## config.mk

```make
export PLATFORM = sky130hd
export DESIGN_NAME = pixel_stream_fb_writer
export DESIGN_NICKNAME = d
export VERILOG_FILES = /design/src/rtl/pixel_stream_pkg.sv /design/src/rtl/pixel_stream_fb_writer_coord_fifo.sv /design/src/rtl/pixel_stream_fb_writer.sv
export SDC_FILE = /design/constraint.sdc
export NUM_CORES = 1
export LEC_CHECK = 0
export CAP_MARGIN = 5
export CORE_MARGIN = 2
export CORE_UTILIZATION = 56
export CTS_CLUSTER_SIZE = 12
export DETAILED_ROUTE_END_ITERATION = 6
export GPL_TIMING_DRIVEN = 1
export PLACE_DENSITY_LB_ADDON = 0.15
export SYNTH_ARGS = -nofsm -noshare
export SYNTH_HDL_FRONTEND = slang
export SYNTH_SLANG_ARGS = --single-unit
```

## constraint.sdc

```tcl
create_clock -name i_clock -period 8.2 [get_ports i_clock]
set_input_delay 1.64 -clock i_clock [delete_from_list [all_inputs] [get_ports i_clock]]
set_output_delay 1.64 -clock i_clock [all_outputs]
set_load 0.01 [all_outputs]
```

## src/rtl/pixel_stream_pkg.sv

```systemverilog
// Shared types for the pixel stream sink: FSM state encoding and the coordinate record.
package pixel_stream_pkg;

   localparam int COORD_W = 32;

   typedef enum logic [1:0] {
      IDLE  = 2'd0,
      RUN   = 2'd1,
      DRAIN = 2'd2,
      DONE  = 2'd3
   } fbw_state_t;

   typedef struct packed {
      logic [COORD_W-1:0] x;
      logic [COORD_W-1:0] y;
   } coord_t;

endpackage

```

## src/rtl/pixel_stream_fb_writer_coord_fifo.sv

```systemverilog
// First-word-fall-through coordinate buffer with synchronous flush; push while full is
// accepted only when a pop frees the slot in the same cycle.
module coord_fifo
   import pixel_stream_pkg::*;
#(
   parameter int DEPTH = 4
) (
   input  logic   i_clock,
   input  logic   i_reset_n,
   input  logic   i_flush,
   input  logic   i_push,
   input  coord_t i_data,
   input  logic   i_pop,
   output coord_t o_data,
   output logic   o_full,
   output logic   o_empty
);

   localparam int PTR_W = (DEPTH > 1) ? $clog2(DEPTH) : 1;
   localparam int CNT_W = PTR_W + 1;

   coord_t             r_mem [DEPTH];
   logic [PTR_W-1:0]   r_wr_ptr;
   logic [PTR_W-1:0]   r_rd_ptr;
   logic [CNT_W-1:0]   r_count;
   logic               w_do_push;
   logic               w_do_pop;

   assign o_full    = (r_count == CNT_W'(DEPTH));
   assign o_empty   = (r_count == '0);
   assign w_do_pop  = i_pop && !o_empty;
   assign w_do_push = i_push && (!o_full || w_do_pop);
   assign o_data    = r_mem[r_rd_ptr];

   always_ff @(posedge i_clock or negedge i_reset_n) begin
      if (!i_reset_n) begin
         r_wr_ptr <= '0;
         r_rd_ptr <= '0;
         r_count  <= '0;
      end else if (i_flush) begin
         r_wr_ptr <= '0;
         r_rd_ptr <= '0;
         r_count  <= '0;
      end else begin
         if (w_do_push) r_wr_ptr <= r_wr_ptr + 1'b1;
         if (w_do_pop)  r_rd_ptr <= r_rd_ptr + 1'b1;
         case ({w_do_push, w_do_pop})
            2'b10:   r_count <= r_count + 1'b1;
            2'b01:   r_count <= r_count - 1'b1;
            default: r_count <= r_count;
         endcase
      end
   end

   // Storage carries no reset; the pointers alone define what is valid.
   always_ff @(posedge i_clock) begin
      if (w_do_push) r_mem[r_wr_ptr] <= i_data;
   end

endmodule

```

## src/rtl/pixel_stream_fb_writer.sv

```systemverilog
// Sink for shape-generator (x, y) streams: buffers coordinates, clips to the frame,
// and issues single-word framebuffer writes of the colour latched at start.
module pixel_stream_fb_writer
   import pixel_stream_pkg::*;
#(
   parameter int FB_WIDTH   = 320,
   parameter int FB_HEIGHT  = 240,
   parameter int ADDR_W     = 17,
   parameter int DATA_W     = 8,
   parameter int FIFO_DEPTH = 4
) (
   input  logic               i_clock,
   input  logic               i_reset_n,
   input  logic               i_start,
   input  logic [DATA_W-1:0]  i_colour,
   input  logic               i_in_valid,
   output logic               o_in_ready,
   input  logic [31:0]        i_in_x,
   input  logic [31:0]        i_in_y,
   input  logic               i_in_last,
   output logic               o_mem_we,
   output logic [ADDR_W-1:0]  o_mem_addr,
   output logic [DATA_W-1:0]  o_mem_data,
   input  logic               i_mem_ready,
   output logic [31:0]        o_pix_count,
   output logic [31:0]        o_clip_count,
   output logic               o_done
);

   localparam logic [ADDR_W:0] LP_FB_W = (ADDR_W+1)'(FB_WIDTH);

   fbw_state_t         r_state;
   fbw_state_t         w_state_nxt;
   logic               r_mem_we;
   logic [ADDR_W-1:0]  r_mem_addr;
   logic [DATA_W-1:0]  r_colour;
   logic [31:0]        r_pix_count;
   logic [31:0]        r_clip_count;

   coord_t             w_push_data;
   coord_t             w_head;
   logic               w_push;
   logic               w_pop;
   logic               w_full;
   logic               w_empty;
   logic               w_clip;
   logic               w_wr_done;
   logic               w_stage_free;
   logic [ADDR_W:0]    w_addr_full;

   assign o_in_ready   = (r_state == RUN) && !w_full;
   assign w_push       = i_in_valid && o_in_ready;
   assign w_push_data  = '{x: i_in_x, y: i_in_y};

   coord_fifo #(
      .DEPTH (FIFO_DEPTH)
   ) u_fifo (
      .i_clock   (i_clock),
      .i_reset_n (i_reset_n),
      .i_flush   (i_start),
      .i_push    (w_push),
      .i_data    (w_push_data),
      .i_pop     (w_pop),
      .o_data    (w_head),
      .o_full    (w_full),
      .o_empty   (w_empty)
   );

   assign w_wr_done    = r_mem_we && i_mem_ready;
   assign w_stage_free = !r_mem_we || i_mem_ready;
   assign w_pop        = !w_empty && w_stage_free && !i_start &&
                         ((r_state == RUN) || (r_state == DRAIN));

   // Product at ADDR_W+1 bits; the top bit can only be set by an out-of-frame
   // coordinate, so it is folded into the clip decision as a backstop.
   assign w_addr_full  = (ADDR_W+1)'(w_head.y) * LP_FB_W + (ADDR_W+1)'(w_head.x);
   assign w_clip       = (w_head.x >= 32'(FB_WIDTH)) || (w_head.y >= 32'(FB_HEIGHT)) ||
                         w_addr_full[ADDR_W];

   always_comb begin
      w_state_nxt = r_state;
      if (i_start) begin
         w_state_nxt = RUN;
      end else begin
         case (r_state)
            RUN:     if (i_in_last) w_state_nxt = DRAIN;
            DRAIN:   if (w_empty && !r_mem_we) w_state_nxt = DONE;
            default: w_state_nxt = r_state;
         endcase
      end
   end

   always_ff @(posedge i_clock or negedge i_reset_n) begin
      if (!i_reset_n) r_state <= IDLE;
      else            r_state <= w_state_nxt;
   end

   // Write stage: a popped in-frame coordinate becomes a request on the next cycle
   // and is held until the framebuffer accepts it.
   always_ff @(posedge i_clock or negedge i_reset_n) begin
      if (!i_reset_n) begin
         r_mem_we     <= 1'b0;
         r_mem_addr   <= '0;
         r_colour     <= '0;
         r_pix_count  <= '0;
         r_clip_count <= '0;
      end else if (i_start) begin
         r_mem_we     <= 1'b0;
         r_colour     <= i_colour;
         r_pix_count  <= '0;
         r_clip_count <= '0;
      end else begin
         if (w_pop && !w_clip) begin
            r_mem_we   <= 1'b1;
            r_mem_addr <= w_addr_full[ADDR_W-1:0];
         end else if (w_wr_done) begin
            r_mem_we   <= 1'b0;
         end
         if (w_wr_done)         r_pix_count  <= r_pix_count + 32'd1;
         if (w_pop && w_clip)   r_clip_count <= r_clip_count + 32'd1;
      end
   end

   assign o_mem_we     = r_mem_we;
   assign o_mem_addr   = r_mem_addr;
   assign o_mem_data   = r_colour;
   assign o_pix_count  = r_pix_count;
   assign o_clip_count = r_clip_count;
   assign o_done       = (r_state == DONE);

endmodule

```

==> out/results.txt <==
Overall Global Routing Usage - 21.3%
Worst slew pin tran - 1010 ps
DP Worst Slack - 1970 ps
Yosys synthesis warning count - 0
Total I/O pin count - 170
Crit path depth - 17
Clk_skew - 17.3 ps
Initial core utilization - 56.4%
Routed WL per cell - 19.2 µm
Vias in the first global route - 8,442
Global-route wire length before repair - 45.0 mm
First-pass DRT Iterations - 5
DRC viols - 0
Post-CTS Repair Setup Buffers - 0
Post-synth EDFFs - 256
R2R depth - 17
Register area share after synthesis - 69.7%
Largest family of logic cells by synthesized area - simple AND/OR/NAND/NOR gates
Adder-Cell Fraction of Synth Area - 3.67%
Full die area - 27,300 µm²
Fin. Hold Viols - 0
Seq cells post-synth - 355
Worst hold path class - flop to flop
Die width - 165 µm
Fin area - 17,800 µm²
RSZ-0062 raised after global routing - false
Area share of and/or/nand/nor cells after synthesis - 9.72%
CP arrival - 6570 ps
Post-synthesis mux area share - 6.68%
Share of layout cells above drive strength 1 - 11.2%
Final setup margin - 2020 ps
WP data required - 8600 ps
Via Count - 8,657
Crit path max-delay cell type - dfrtp_2
Largest net degree at the start of global routing - 82
Post-CTS sizing - 0
H-tree depth - 2
Reg clk slew, reported paths - 50 ps
Crit path largest cell delay - 970 ps
Max Fclk - 162 MHz
Critical-path maximum fanout - 31
Mapped Cells - 944
Dpl cells - 1,427
Slew margin rel. - 32.7%
Period Utilization, post-route - 75.3%
CP top delay family - simple AND/OR/NAND/NOR gates
Final wirelength - 28.5 mm
Fin cells - 1,486
Distinct cells, synth - 60
P&R area growth vs syn - 21.8%
Critical-path cell list - mux4_2, ha_1, ha_1, fa_1, a21o_1, a21oi_1, o21ai_0, nor2_1, xnor2_1, ha_1, or2_2, a21oi_1, a31o_2, or3_1, and3_1, nand2_4, mux2_2
Leakage - 6.29 nW
CTS Hold Bufs - 0
Nets - 1,251
Min Tclk post-route - 6180 ps
Post-detailed-route count of antenna-violating nets - 0
DP Area - 16,600 µm²
CTS tree - built
CTS sink count - 355
Mean Syn Cell Area - 15.4 µm²
Power Dens Cells - 322 nW/µm²
Post-synthesis compound-gate area fraction - 5.47%
DR iter-0 viols - 714
Max-slew violation count - 0
Core area - 25,800 µm²
Final HPWL DP - 18.7 mm
Critical Path Sink Type - flop
Worst path bufs/invs - 0
IO buf count - 169
Number of CTS-inserted buffers - 38
Final Setup Violations - 0
CP Launch Type - flop
Die height - 165 µm
Ys async rst share - 27.9%
Mapped Area - 14,600 µm²
Setup TNS - 0 ps
Row Count - 59
Post-DR vias/cell - 5.83
Hold path depth - 1
Gpl congestion - 0.797
Worst vdd ir - 0.264 mV
Initial antenna violation count - 3
Status - completed
Crit path top cell by count - ha_1
CTS Root Cell - clkbuf_16
Clock latency on the worst-skew pair - 520 ps
Setup CP Type - flop to flop
Number of max-cap violations - 0
Post-Synth XOR/XNOR Area - 3.06%
Longest Clk Path Bufs - 3
Synthesized Nets - 1,063
Synth Flop Type - edfxtp_1
Global route total overflow - 0
Final Util - 68.7%
## synthesized netlist by cell type (4+ instances only)
| master | number | area share (%) |
|---|---|---|
| o211ai_1 | 4 | 0.21 |
| or3_1 | 14 | 0.60 |
| a311oi_1 | 4 | 0.24 |
| buf_2 | 5 | 0.17 |
| xor2_1 | 20 | 1.2 |
| clkbuf_1 | 13 | 0.33 |
| a21oi_1 | 40 | 1.4 |
| o31ai_1 | 5 | 0.26 |
| a31o_2 | 6 | 0.36 |
| edfxtp_1 | 256 | 53 |
| o21ai_0 | 20 | 0.69 |
| mux4_2 | 30 | 4.6 |
| and3_1 | 18 | 0.77 |
| mux2_2 | 22 | 1.7 |
| inv_1 | 25 | 0.64 |
| buf_1 | 7 | 0.18 |
| dfrtp_1 | 99 | 17 |
| nor3_1 | 15 | 0.52 |
| nand3_1 | 35 | 1.2 |
| nand2_1 | 38 | 0.98 |
| nor4b_1 | 4 | 0.24 |
| o41ai_1 | 9 | 0.54 |
| nand4_1 | 20 | 0.86 |
| or4_1 | 7 | 0.36 |
| nor4_1 | 32 | 1.4 |
| a21o_1 | 7 | 0.36 |
| ha_1 | 38 | 3.3 |
| xnor2_1 | 31 | 1.9 |
| nor2_1 | 60 | 1.5 |
| mux2i_1 | 5 | 0.34 |
| nor2b_1 | 4 | 0.17 |
## where the power goes
| part | internal (mW) | total, mW | switching [mW] | leakage (nW) |
|---|---|---|---|---|
| clock | 0.933 | 1.58 | 0.646 | 0.553 |
| sequential | 2.13 | 2.22 | 0.0878 | 3.68 |
| combinational | 0.819 | 1.91 | 1.10 | 2.06 |
| total | 3.88 | 5.71 | 1.83 | 6.29 |
## through the flow
stage,power (mW),hold WS (ps)
6_report,5.71,509
5_1_grt,6.04,528
4_1_cts,5.75,512
3_5_place_dp,4.13,499
3_3_place_gp,4.08,487
2_1_floorplan,3.70,526
## state kept, by name, indices dropped and copies added, names as in the netlist
name / cells
u_fifo.r_wr_ptr: 2
u_fifo.r_mem: 256
o_mem_data: 8
r_state: 2
u_fifo.r_rd_ptr: 2
o_pix_count: 32
o_clip_count: 32
o_mem_we: 1
o_mem_addr: 17
u_fifo.r_count: 3
## per-layer routing
metal	global-route usage [%]	part of all wire [%]	wire (µm)
met4	5.80	1.9	529
met5	0	0.046	13
met1	30.2	44	12600
met3	3.95	6.0	1710
met2	34.3	48	13600
## worst paths after layout
path                               startpoint                 end  slack [ps]
hold reg to reg                 o_mem_data[5]       o_mem_data[5]         510
setup / recovery           u_fifo.r_rd_ptr[0]      o_mem_addr[10]        2020
setup reg to reg           u_fifo.r_rd_ptr[0]      o_mem_addr[10]        2020
hold / removal                  o_mem_data[5]       o_mem_data[5]         510
min in group asynchronous           i_reset_n    o_clip_count[29]         990
max in group asynchronous           i_reset_n  u_fifo.r_rd_ptr[0]        5900
## cells in the final DEF, fill, tap and decap left out, drive strengths merged, types with 21 or more instances in the layout
cell / netlist / routed
ha: 38 / 38
inv: 25 / 27
xnor2: 31 / 31
nor2: 60 / 60
nand3: 35 / 35
a21oi: 40 / 40
clkdlybuf4s50: 0 / 167
mux2: 22 / 22
dfrtp: 99 / 99
nor4: 32 / 32
edfxtp: 256 / 256
clkbuf: 13 / 50
nand2: 39 / 39
mux4: 30 / 30
o21ai: 21 / 21
## cells by family (layout without fill, tap and decap cells)
family	after synthesis	count (layout)
and+or+nand+nor	267	267
other	0	1
AOI/OAI and AO/OA	118	118
muxes	57	57
xor gates and xnor gates	51	51
buffers and inverters	55	261
DFF	355	355
adders and majority gates	41	41
## final cells by class
class	count	area (µm²)
multi-input cells	534	4170
inverters	25	93.8
diodes	1	2.50
flip-flops and latches	355	10200
clock inverters	8	86.3
clock buffers	50	1060
well taps	335	419
repair buffers	178	1750
fillers	1786	8090
Note: power is estimated with default switching activity, not from simulation.
